[src/rtl/seg_mux_display_if.sv]
// Control and pin-side signals of the multiplexed seven-segment controller.
// The master drives the display request; the slave (controller) drives the pins.
interface seg_mux_display_if #(
    parameter int NUM_DIGITS = 4
);
    logic                      load;
    logic [4*NUM_DIGITS-1:0]   disp_val;
    logic [NUM_DIGITS-1:0]     digit_en;
    logic [NUM_DIGITS-1:0]     dp_in;
    logic                      lzb;
    logic [3:0]                bright;
    logic [NUM_DIGITS-1:0]     anode;
    logic [6:0]                seg_out;
    logic                      dp_out;
    logic                      frame_done;

    modport master (
        output load, disp_val, digit_en, dp_in, lzb, bright,
        input  anode, seg_out, dp_out, frame_done
    );

    modport slave (
        input  load, disp_val, digit_en, dp_in, lzb, bright,
        output anode, seg_out, dp_out, frame_done
    );
endinterface

[src/rtl/seg_mux_display.sv]
// Time-multiplexed common-anode seven-segment controller with hex decode,
// leading-zero blanking, PWM dimming and frame-synchronised value loading.
module seg_mux_display #(
    parameter int NUM_DIGITS   = 4,
    parameter int DIGIT_PERIOD = 100000,
    parameter int CNT_W        = 17
) (
    input  logic             clk,
    input  logic             rst_n,
    seg_mux_display_if.slave bus
);
    localparam int                IDX_W     = (NUM_DIGITS > 1) ? $clog2(NUM_DIGITS) : 1;
    localparam logic [CNT_W-1:0]  TICK_LAST = CNT_W'(DIGIT_PERIOD - 1);
    localparam logic [CNT_W-1:0]  TICK_PRE  = CNT_W'(DIGIT_PERIOD - 2);
    localparam logic [IDX_W-1:0]  IDX_LAST  = IDX_W'(NUM_DIGITS - 1);

    logic [CNT_W-1:0]        r_tick;
    logic [IDX_W-1:0]        r_digit_idx;
    logic [3:0]              r_pwm_cnt;

    logic [4*NUM_DIGITS-1:0] r_act_val,  r_pend_val;
    logic [NUM_DIGITS-1:0]   r_act_en,   r_pend_en;
    logic [NUM_DIGITS-1:0]   r_act_dp,   r_pend_dp;
    logic                    r_pend_flag;

    logic [NUM_DIGITS-1:0]   r_anode;
    logic [6:0]              r_seg;
    logic                    r_dp;
    logic                    r_frame_done;

    logic                    w_tick_wrap;
    logic                    w_last_digit;
    logic                    w_boundary;
    logic                    w_pre_boundary;
    logic [NUM_DIGITS-1:0]   w_zero_from;
    logic [3:0]              w_nib;
    logic                    w_en;
    logic                    w_dp;
    logic                    w_lz_blank;
    logic                    w_on;

    function automatic logic [6:0] f_decode(input logic [3:0] nib);
        logic [6:0] seg;
        case (nib)
            4'h0: seg = 7'b1000000;
            4'h1: seg = 7'b1111001;
            4'h2: seg = 7'b0100100;
            4'h3: seg = 7'b0110000;
            4'h4: seg = 7'b0011001;
            4'h5: seg = 7'b0010010;
            4'h6: seg = 7'b0000010;
            4'h7: seg = 7'b1111000;
            4'h8: seg = 7'b0000000;
            4'h9: seg = 7'b0010000;
            4'hA: seg = 7'b0001000;
            4'hB: seg = 7'b0000011;
            4'hC: seg = 7'b1000110;
            4'hD: seg = 7'b0100001;
            4'hE: seg = 7'b0000110;
            default: seg = 7'b0001110;
        endcase
        return seg;
    endfunction

    assign w_tick_wrap    = (r_tick == TICK_LAST);
    assign w_last_digit   = (r_digit_idx == IDX_LAST);
    assign w_boundary     = w_tick_wrap && w_last_digit;
    assign w_pre_boundary = (r_tick == TICK_PRE) && w_last_digit;

    always_ff @(posedge clk or negedge rst_n) begin
        if (!rst_n) begin
            r_tick      <= '0;
            r_digit_idx <= '0;
            r_pwm_cnt   <= '0;
        end else begin
            r_pwm_cnt <= r_pwm_cnt + 4'd1;
            if (w_tick_wrap) begin
                r_tick      <= '0;
                r_digit_idx <= w_last_digit ? '0 : r_digit_idx + 1'b1;
            end else begin
                r_tick <= r_tick + 1'b1;
            end
        end
    end

    // Registered one cycle early so the pulse lands on the boundary cycle itself,
    // letting a load seen alongside frame_done take effect at that same edge.
    always_ff @(posedge clk or negedge rst_n) begin
        if (!rst_n) r_frame_done <= 1'b0;
        else        r_frame_done <= w_pre_boundary;
    end

    always_ff @(posedge clk or negedge rst_n) begin
        if (!rst_n) begin
            r_pend_val  <= '0;
            r_pend_en   <= '0;
            r_pend_dp   <= '0;
            r_pend_flag <= 1'b0;
            r_act_val   <= '0;
            r_act_en    <= '0;
            r_act_dp    <= '0;
        end else begin
            if (bus.load) begin
                r_pend_val <= bus.disp_val;
                r_pend_en  <= bus.digit_en;
                r_pend_dp  <= bus.dp_in;
            end
            if (w_boundary) begin
                r_pend_flag <= 1'b0;
                if (bus.load) begin
                    r_act_val <= bus.disp_val;
                    r_act_en  <= bus.digit_en;
                    r_act_dp  <= bus.dp_in;
                end else if (r_pend_flag) begin
                    r_act_val <= r_pend_val;
                    r_act_en  <= r_pend_en;
                    r_act_dp  <= r_pend_dp;
                end
            end else if (bus.load) begin
                r_pend_flag <= 1'b1;
            end
        end
    end

    always_comb begin
        w_zero_from = '0;
        for (int i = 0; i < NUM_DIGITS; i++) begin
            w_zero_from[i] = ((r_act_val >> (4 * i)) == '0);
        end
    end

    always_comb begin
        w_nib      = 4'h0;
        w_en       = 1'b0;
        w_dp       = 1'b0;
        w_lz_blank = 1'b0;
        for (int i = 0; i < NUM_DIGITS; i++) begin
            if (r_digit_idx == IDX_W'(i)) begin
                w_nib      = r_act_val[4*i +: 4];
                w_en       = r_act_en[i];
                w_dp       = r_act_dp[i];
                w_lz_blank = bus.lzb && (i > 0) && w_zero_from[i];
            end
        end
    end

    assign w_on = w_en && !w_lz_blank && (r_pwm_cnt <= bus.bright);

    // Blank slots drive everything high so the shared bus never glows faintly.
    always_ff @(posedge clk or negedge rst_n) begin
        if (!rst_n) begin
            r_anode <= '1;
            r_seg   <= 7'h7F;
            r_dp    <= 1'b1;
        end else if (w_on) begin
            r_anode <= ~(NUM_DIGITS'(1) << r_digit_idx);
            r_seg   <= f_decode(w_nib);
            r_dp    <= ~w_dp;
        end else begin
            r_anode <= '1;
            r_seg   <= 7'h7F;
            r_dp    <= 1'b1;
        end
    end

    assign bus.anode      = r_anode;
    assign bus.seg_out    = r_seg;
    assign bus.dp_out     = r_dp;
    assign bus.frame_done = r_frame_done;
endmodule

[src/flat_wrapper.sv]
// flat-port wrapper written by rule: the top's interface ports become plain ports
module seg_mux_display_flat 
#(
    parameter int NUM_DIGITS   = 4,
    parameter int DIGIT_PERIOD = 100000,
    parameter int CNT_W        = 17
)
  (clk, rst_n, bus_load, bus_disp_val, bus_digit_en, bus_dp_in, bus_lzb, bus_bright, bus_anode, bus_seg_out, bus_dp_out, bus_frame_done);
  seg_mux_display_if #(.NUM_DIGITS(NUM_DIGITS)) bus_i ();
  input  logic clk;
  input  logic rst_n;
  input wire logic [$bits(bus_i.load)-1:0] bus_load;
  input wire logic [$bits(bus_i.disp_val)-1:0] bus_disp_val;
  input wire logic [$bits(bus_i.digit_en)-1:0] bus_digit_en;
  input wire logic [$bits(bus_i.dp_in)-1:0] bus_dp_in;
  input wire logic [$bits(bus_i.lzb)-1:0] bus_lzb;
  input wire logic [$bits(bus_i.bright)-1:0] bus_bright;
  output wire logic [$bits(bus_i.anode)-1:0] bus_anode;
  output wire logic [$bits(bus_i.seg_out)-1:0] bus_seg_out;
  output wire logic [$bits(bus_i.dp_out)-1:0] bus_dp_out;
  output wire logic [$bits(bus_i.frame_done)-1:0] bus_frame_done;
  assign bus_i.load = bus_load;
  assign bus_i.disp_val = bus_disp_val;
  assign bus_i.digit_en = bus_digit_en;
  assign bus_i.dp_in = bus_dp_in;
  assign bus_i.lzb = bus_lzb;
  assign bus_i.bright = bus_bright;
  assign bus_anode = bus_i.anode;
  assign bus_seg_out = bus_i.seg_out;
  assign bus_dp_out = bus_i.dp_out;
  assign bus_frame_done = bus_i.frame_done;
  seg_mux_display #(.NUM_DIGITS(NUM_DIGITS), .DIGIT_PERIOD(DIGIT_PERIOD), .CNT_W(CNT_W)) u_core (.clk(clk), .rst_n(rst_n), .bus(bus_i));
endmodule
[config.mk]
export PLATFORM = sky130hd
export DESIGN_NAME = seg_mux_display_flat
export DESIGN_NICKNAME = d
export VERILOG_FILES = /design/src/rtl/seg_mux_display_if.sv /design/src/rtl/seg_mux_display.sv /design/src/flat_wrapper.sv
export SDC_FILE = /design/constraint.sdc
export NUM_CORES = 1
export LEC_CHECK = 0
export ABC_AREA = 0
export CELL_PAD_IN_SITES_DETAIL_PLACEMENT = 1
export CELL_PAD_IN_SITES_GLOBAL_PLACEMENT = 1
export CORE_UTILIZATION = 30
export CTS_BUF_LIST = sky130_fd_sc_hd__clkbuf_8
export DETAILED_ROUTE_END_ITERATION = 8
export PLACE_DENSITY_LB_ADDON = 0.3
export REMOVE_ABC_BUFFERS = 1
export SETUP_SLACK_MARGIN = 0.5
export SLEW_MARGIN = 20
export SYNTH_ARGS = -nofsm -noshare
export SYNTH_HDL_FRONTEND = slang
export SYNTH_SLANG_ARGS = --single-unit
[constraint.sdc]
create_clock -name clk -period 5.7 [get_ports clk]
set_clock_uncertainty 0.05 [all_clocks]
set_input_delay 1.14 -clock clk [delete_from_list [all_inputs] [get_ports clk]]
set_output_delay 1.14 -clock clk [all_outputs]
set_load 0.02 [all_outputs]
### Word-level counts from Yosys, hierarchy flattened

Memories as Yosys holds them, arrays and structs flattened.
Index checks and enable logic that the tools add are counted.

| storage, ports and cells | value |
|---|---|
| bits in read-only memories | 112 |
| memories | 1 |
| output and inout bits | 13 |
| input bits | 32 |
| logic and storage cells | 70 |
| register bits | 85 |

Memories:

| memory | depth | width | rd ports | clocked after memory_dff | write ports | RTL line | source |
|---|---|---|---|---|---|---|---|
| (name not given) | 16 | 7 | 1 | 0 | 0 | seg_mux_display.sv:44 | `case (nib)` |

| cells by class | value |
|---|---|
| eq/ne operators | 5 |
| shifts and indexed selects | 1 |
| reduce and logical (&&, ||, !) cells | 15 |
| $lt $le $gt $ge | 1 |
| multiplexer cells | 28 |
| bitwise logic cells | 2 |
| $add $sub $neg | 3 |

Operator list:

| cell | count |
|---|---|
| logical NOT 16 bit | 3 |
| 2-to-1 mux 4 bit | 9 |
| == test 17 bit, second input constant | 2 |
| 2-to-1 mux 16 bit | 2 |
| adder 17 x 1 -> 17 bit, second input constant | 1 |
| 2-to-1 mux 17 bit | 1 |
| 2-to-1 mux 1 bit | 14 |
| logical AND 1 bit | 7 |
| 2-to-1 mux 7 bit | 1 |
| adder 4 x 1 -> 4 bit, second input constant | 1 |
| == test 2 bit, second input constant | 2 |
| less-or-equal comparator 4 bit | 1 |
| NOT 4 bit | 1 |
| nonzero test 2 bit | 2 |
| left shift 1 x 2 -> 4 bit, first input constant | 1 |
| adder 2 x 1 -> 2 bit, second input constant | 1 |
| == test 2 x 1 -> 1 bit, second input constant | 1 |
| logical NOT 2 bit | 1 |
| 2-to-1 mux 2 bit | 1 |
| AND reduction 2 bit | 1 |
| logical NOT 1 bit | 1 |
| NOT 1 bit | 1 |

### Depth between registers and ports, before layout

Gate-level depths: netlist of run 1.

| logic depth | value |
|---|---|
| depth in word-level cells | 9 |
| depth in mapped cells | 12 |

### Least setup slack after synthesis of run 1

No wires, ideal clock.

| timing | value |
|---|---|
| path kind | input -> register |
| start point | in bus_bright[1] |
| end point | reg u_core.r_seg[2], in the netlist u_core.bus.seg_out[2] |
| slack | 3.124 ns |
| buffers on the path | 1 |
| library setup time | 0.106 ns |
| cell stages on the path | 8 |
| required time | 5.544 ns |
| arrival | 2.421 ns |
| path through | inv_1 -> ha_1 -> nor2b_1 -> o211ai_1 -> a21oi_1 -> nor3_1 -> clkbuf_1 -> o221ai_1 |

| on the way | value |
|---|---|
| longest elaborated chain between the ends | 3 |

Ends and longest elaborated chain:

| what | RTL line | source |
|---|---|---|
| start, declared | flat_wrapper.sv:17 | `input wire logic [$bits(bus_i.bright)-1:0] bus_bright;` |
| less-or-equal comparator 4 bit | seg_mux_display.sv:147 | `assign w_on = w_en && !w_lz_blank && (r_pwm_cnt <= bus.bright);` |
| logical AND 1 bit | seg_mux_display.sv:147 |  |
| 2-to-1 mux 7 bit | seg_mux_display.sv:155 | `end else if (w_on) begin` |
| end signal, assigned | seg_mux_display.sv:157 | `r_seg <= f_decode(w_nib);` |
| end, declared | seg_mux_display.sv:27 | `logic [6:0] r_seg;` |

Every way passes these cells.
A chain may end at the register's enable or synchronous reset.

### Final worst setup path of run 1

| timing | value |
|---|---|
| start point | in bus_load |
| end point | reg u_core.r_act_dp[0] |

| on the way | value |
|---|---|
| longest elaborated chain between the ends | 2 |

Ends and longest elaborated chain:

| what | RTL line | source |
|---|---|---|
| start, declared | flat_wrapper.sv:12 | `input wire logic [$bits(bus_i.load)-1:0] bus_load;` |
| nonzero test 2 bit (no source line) | n/a |  |
| AND reduction 2 bit (no source line) | n/a |  |
| end signal, assigned | seg_mux_display.sv:113 | `r_act_dp <= bus.dp_in;` |
| end signal, assigned | seg_mux_display.sv:117 | `r_act_dp <= r_pend_dp;` |
| end, declared | seg_mux_display.sv:23 | `logic [NUM_DIGITS-1:0] r_act_dp, r_pend_dp;` |

Parallel ways exist; a longest one is shown, timed or not.

==> results.md, run 1 <==
- GR Overflow Total: 0
- Power density cells: 248.0 nW/µm²
- DR DRC count: 0
- Reg-to-Reg End: u_core.bus.seg_out[3]$_DFF_PN1_
- Max Cap Violations: 0
- Clock-pin slew on the worst setup and hold paths: 0.09 ns
- Crit Path Max Fanout: 24
- Crit end category: flop
- Setup TNS Final: 0 ns
- Area delta synth->final: 20.36%
- Netlist Area Pre-Place: 3939 µm²
- Site Rows: 41
- Overall power: 1176 µW
- Via count: 2448
- CTS HTree Levels: 3
- Yosys warns: 0
- Final worst slack: 2.593 ns
- Post-DP HPWL: 5.741 mm
- PortBufs: 44
- Max Slew Vio Count: 0
- Status: finished clean
- Reg-to-Reg Start: u_core.r_digit_idx[1]$_DFFE_PN0N_
- Vias in the first global route: 2742
- Critical Path Start: bus_load
- Antenna cells: 0
- Fin crit share: 54.51%
- R2R depth: 11
- Cells after synthesis: 306
- P_leak: 0.002108 µW
- # clock sinks: 85
- FF-to-FF setup slack: 2.68 ns
- Async set-reset flop share out of synthesis: 100.0%
- ANT nets after route: 0
- CTS root buffer: clkbuf_8
- Die Y: 116.6 µm
- Core ar.: 12720 µm²
- Hold WC Path Type: flop to flop
- Final Hold Vio Count: 0
- Via-to-Cell Ratio: 4.610
- Post-layout util: 37.26%
- Global-route wire length before repair: 13.81 mm
- Layout Nets: 403
- Overall Global Routing Usage: 13.52%
- Die X: 116.6 µm
- CTS buffer count: 9
- Crit path launch type: primary input
- Tmin final: 3.107 ns
- Initial antenna violation count: 0
- Max-slew headroom: 34.16%
- Critical Path Sink: u_core.r_act_dp[0]$_DFFE_PN0P_
- IO Pins: 45
- Die ar.: 13590 µm²
- Clock tree from TritonCTS: yes
- Fmax achieved: 321.9 MHz
- Starting Density: 30.96%
- Seq/Total Area, Yosys: 54.38%
- Worst-Margin Slew: 0.9856 ns
- Maximum clock path buffer count: 2
- RSZ-0062 raised after global routing: false
- GPL Wtd Cong: 0.8089
- Latest clock arrival within the worst-skew pair: 0.36 ns
- Peak VDD IR: 0.00008254 V
- Pin count of the biggest net entering global routing: 45
- Hold_buf cts: 0
- Avg Inst Size Synth: 12.87 µm²
- Setup Fix Bufs, Post-CTS: 0
- Setup Crit Path Kind: primary input to flop
- Final Routed Wirelength: 7.988 mm
- Critical Path AT: 3.30 ns
- Seq cells post-synth: 85
- Post-CTS resize count: 0
- Initial DRC Count: 66
- Drt pass-1 iters: 4
- Setup violations, final: 0
- EDFF count, synth: 0
- Worst path required time: 5.89 ns
- Post-synth cell types: 41
- Wire per inst: 15.04 µm
- Share of cells above drive strength 1: 22.84%
- Ys flop type: dfrtp_1
- Setup WS pre-CTS: 2.140 ns
## metal layers
| layer | global-route usage, % | part of all wire [%] | vias up |
|---|---|---|---|
| li1 | - | - | 1173 |
| met1 | 16.27 | 45 | 1237 |
| met2 | 23.43 | 51 | 31 |
| met3 | 3.684 | 3.6 | 7 |
| met4 | 4.304 | 1.2 | 0 |
| met5 | 0 | 0 | - |
## state kept, by name, indices dropped and copies added, names as in the netlist, 2 cells and up
name / cells
u_core.bus.anode: 4
u_core.bus.seg_out: 7
u_core.r_act_dp: 4
u_core.r_act_en: 4
u_core.r_act_val: 16
u_core.r_digit_idx: 2
u_core.r_pend_dp: 4
u_core.r_pend_en: 4
u_core.r_pend_val: 16
u_core.r_pwm_cnt: 4
u_core.r_tick: 17
## worst max-delay path, cell delays in order
cell,delay [ns]
clkdlybuf4s50_1,1.03
nor2_1,0.14
or3_1,0.34
buf_4,0.28
mux2_4,0.34
## area by class of cell
| type | count | area, µm² |
|---|---|---|
| clock buffers | 10 | 137.6 |
| flip-flops and latches | 85 | 2142 |
| inverters | 13 | 48.80 |
| repair buffers | 48 | 467.9 |
| fillers | 1399 | 7981 |
| well taps | 172 | 215.2 |
| multi-input cells | 197 | 1667 |
| clock inverters | 6 | 62.56 |
## cell usage in the layout, fill, tap and decap left out, types with 3 or more instances in the layout
cell and n:
a21oi_1 7, and4_1 3, buf_4 5, clkbuf_8 10
clkdlybuf4s50_1 43, dfrtp_1 73, dfstp_2 12, ha_1 17
inv_1 14, mux2_2 29, mux2_4 20, mux2i_1 6
nand2_1 19, nand3_1 9, nand4_1 4, nor2_1 15
nor2b_1 6, nor3_1 4, o21ai_0 6, o221ai_1 4
o22ai_1 3, xnor2_1 8, xor2_1 9
## cells in the mapped netlist (3+ instances only)
cell type   n  area [µm²]
dfrtp_1    73        1827
mux2_2     29       326.6
mux2_4     20       300.3
nand2_1    19       71.32
ha_1       17       212.7
nor2_1     15       56.30
inv_1      13       48.80
dfstp_2    12       315.3
nand3_1     9       45.04
xor2_1      9       78.83
clkbuf_1    8       30.03
xnor2_1     8       70.07
a21oi_1     7       35.03
mux2i_1     6       60.06
nor2b_1     6       37.54
o21ai_0     6       30.03
nand4_1     4       25.02
nor3_1      4       20.02
o221ai_1    4       35.03
and4_1      3       26.28
o22ai_1     3       18.77
## power breakdown
part / total [µW] / internal, µW / switching [µW]
Sequential: 640 / 630 / 10.0
Combinational: 100 / 55.1 / 45.1
Clock: 436 / 214 / 222
Total: 1180 / 899 / 277
## per-stage QoR
step	hold WS (ns)	cell area (µm²)	instances
after floorplan	0.3874	3857	295
after global placement	0.4163	4541	515
after detailed placement	0.4223	4541	515
after CTS	0.4358	4741	531
after global routing	0.4578	4741	531
final	0.4317	4741	531
## kinds of logic after synthesis
kind of cell | share of synthesized area [%]
xor gates and xnor gates | 3.780
DFF | 54.38
buffers and inverters | 3.304
muxes | 17.44
AOI/OAI and AO/OA | 5.654
adders and majority gates | 5.400
and+or+nand+nor | 10.04
## worst min path at each step
stage	cells after the start	startpoint	end
finish	1	u_core.r_tick[14]$_DFF_PN0_	u_core.r_tick[14]$_DFF_PN0_
global route	1	u_core.r_tick[12]$_DFF_PN0_	u_core.r_tick[12]$_DFF_PN0_
CTS	1	u_core.r_pwm_cnt[0]$_DFF_PN0_	u_core.r_pwm_cnt[0]$_DFF_PN0_
detailed placement	1	u_core.r_pwm_cnt[0]$_DFF_PN0_	u_core.r_pwm_cnt[0]$_DFF_PN0_
global placement	1	u_core.r_pwm_cnt[3]$_DFF_PN0_	u_core.r_pwm_cnt[3]$_DFF_PN0_
floorplan	1	u_core.r_act_en[3]$_DFFE_PN0P_	u_core.bus.anode[3]$_DFF_PN1_
No activity file was read; power rests on OpenSTA's default activity.
==> inputs of run 2 (changes only) <==
==> constraint.sdc (replaced) <==
create_clock -name clk -period 2.9 [get_ports clk]
set_clock_uncertainty 0.05 [all_clocks]
set_input_delay 0.58 -clock clk [delete_from_list [all_inputs] [get_ports clk]]
set_output_delay 0.58 -clock clk [all_outputs]
set_load 0.02 [all_outputs]
==> results.md, run 2 (synthesis results as in run 1) <==
- PortBufs: 44
- Tmin final: 2.374 ns
- Reg-to-Reg End: u_core.r_act_val[14]$_DFFE_PN0P_
- DR DRC count: 0
- Psw: 547.5 µW
- Site Rows: 41
- P_leak: 0.002212 µW
- Crit path launch type: flop
- Fin crit share: 81.85%
- Critical Path AT: 2.57 ns
- R2R depth: 6
- Max Cap Violations: 0
- RSZ-0062 raised after global routing: true
- Max reg flops: 17
- Setup Crit Path Kind: flop to flop
- Status: finished clean
- Wire per inst: 15.20 µm
- Post-DP HPWL: 6.254 mm
- Clock group share of total power: 36.9%
- Layout Nets: 420
- Die ar.: 13590 µm²
- Setup violations, final: 0
- # clock sinks: 85
- Power density cells: 471.0 nW/µm²
- Die Y: 116.6 µm
- IO Pins: 45
- GR Overflow Total: 0
- Post-layout util: 38.70%
- Antenna cells: 0
- Top reg by flops: u_core.r_tick
- ANT nets after route: 0
- CTS HTree Levels: 3
- FF-to-FF setup slack: 0.53 ns
- Hold_buf cts: 0
- CTS root buffer: clkbuf_8
- Clock tree from TritonCTS: yes
- Pint: 1771 µW
- Via-to-Cell Ratio: 4.617
- Max-slew headroom: 58.74%
- GPL Wtd Cong: 0.8121
- Core ar.: 12720 µm²
- Fmax achieved: 421.3 MHz
- Area delta synth->final: 25.00%
- Overall Global Routing Usage: 13.48%
- Final Routed Wirelength: 8.327 mm
- Initial DRC Count: 62
- Largest regs: u_core.r_tick (17), u_core.r_act_val (16), u_core.r_pend_val (16)
- Via count: 2530
- Comb pwr share: 8.8%
- Crit end category: flop
- Starting Density: 30.96%
- Max Slew Vio Count: 0
- Global-route wire length before repair: 13.82 mm
- Maximum clock path buffer count: 2
- Die X: 116.6 µm
- Clock-pin slew on the worst setup and hold paths: 0.09 ns
- Hold WC Path Type: primary input to asynchronous set/reset pin
- Sequential fraction of design power: 54.3%
- Share of cells above drive strength 1: 29.26%
- CTS buffer count: 9
- Peak VDD IR: 0.0001511 V
- Crit Path Max Fanout: 10
- Commonest non-fill, non-tap cell in the layout: dfrtp_1
- Worst path required time: 3.10 ns
- Pin count of the biggest net entering global routing: 49
- Leading cell types in the layout, fill and taps excluded: 72 x dfrtp_1, 43 x clkdlybuf4s50_1, 29 x mux2_2, 20 x mux2_4, 20 x buf_4
- Final Hold Vio Count: 0
- Initial antenna violation count: 0
- Vias in the first global route: 2770
- Net Sw Frac: 23.61%
- Worst-Margin Slew: 0.6141 ns
- Drt pass-1 iters: 4
- Setup TNS Final: 0 ns
- Reg-to-Reg Start: u_core.r_tick[5]$_DFF_PN0_
- Latest clock arrival within the worst-skew pair: 0.36 ns
[run 2: cell count changes in the layout (fill, tap and decap cells not counted), sizes merged]
cell	previous run	this run
clkinv	1	3
inv	15	14
clkinvlp	2	1
buf	5	22
[run 2: how the worst max path moves through the flow]
| stage | to | depth (start not counted) | slack, ns | startpoint |
|---|---|---|---|---|
| finish | u_core.r_act_val[14]$_DFFE_PN0P_ | 6 | 0.53 | u_core.r_tick[5]$_DFF_PN0_ |
| global route | u_core.r_act_dp[0]$_DFFE_PN0P_ | 6 | 0.43 | u_core.r_tick[5]$_DFF_PN0_ |
| CTS | u_core.r_act_val[11]$_DFFE_PN0P_ | 6 | 0.50 | u_core.r_tick[5]$_DFF_PN0_ |
| detailed placement | u_core.r_act_val[7]$_DFFE_PN0P_ | 6 | 0.37 | u_core.r_tick[5]$_DFF_PN0_ |
| global placement | u_core.bus.seg_out[4]$_DFF_PN1_ | 9 | 0.44 | bus_bright[1] |
| floorplan | u_core.r_act_dp[0]$_DFFE_PN0P_ | 5 | 0.23 | u_core.r_tick[5]$_DFF_PN0_ |
[run 2: power groups by stage]
stage               Clock, µW  Combinational (µW)  Sequential (µW)
global placement            0                 205             1280
floorplan                   0                90.8             1280
finish                    856                 204             1260
detailed placement          0                 209             1280
global route              928                 227             1260
CTS                       881                 210             1260
[run 2: final cells by class]
cell class | instances | area [µm²]
Sequential cell | 85 | 2143
Inverter | 13 | 48.80
Clock buffer | 10 | 137.6
Fill cell | 1408 | 7799
Clock inverter | 6 | 61.31
Timing Repair Buffer | 65 | 611.8
Tap cell | 172 | 215.2
Multi-Input combinational cell | 197 | 1705
[run 2: routing by layer]
| layer | up-vias | track usage (%) | wire [µm] |
|---|---|---|---|
| li1 | 1206 | - | - |
| met1 | 1287 | 16.22 | 3716 |
| met2 | 29 | 23.23 | 4233 |
| met3 | 8 | 3.114 | 269 |
| met4 | 0 | 5.485 | 107 |
| met5 | - | 0 | 0 |
[run 2: worst max-delay path, cell delays in order, from the launching register on]
cell and delay, ns:
dfrtp_1 0.40, or4_1 0.54, nor4_2 0.31, nand2_1 0.10, or3_4 0.38, buf_6 0.18
mux2_4 0.30
[run 2: timing repair]
item | CTS | global route
buffers inserted | 1 | 5
endpoints found under the setup margin | 23 | 27
pin swaps | 2 | 4
gates resized for setup | 2 | 14
[run 2: metrics by stage]
stage                     instances  worst slack [ns]  power [µW]  hold slack [ns]  cell area [µm²]
after CTS                       543            0.5019        2350           0.1826             4838
after floorplan                 295            0.2322        1371           0.2344             3857
after global routing            548            0.4341        2420           0.1934             4923
final                           548            0.5264        2319           0.1595             4923
after detailed placement        526            0.3689        1491           0.4199             4623
after global placement          526            0.4448        1484           0.4168             4623
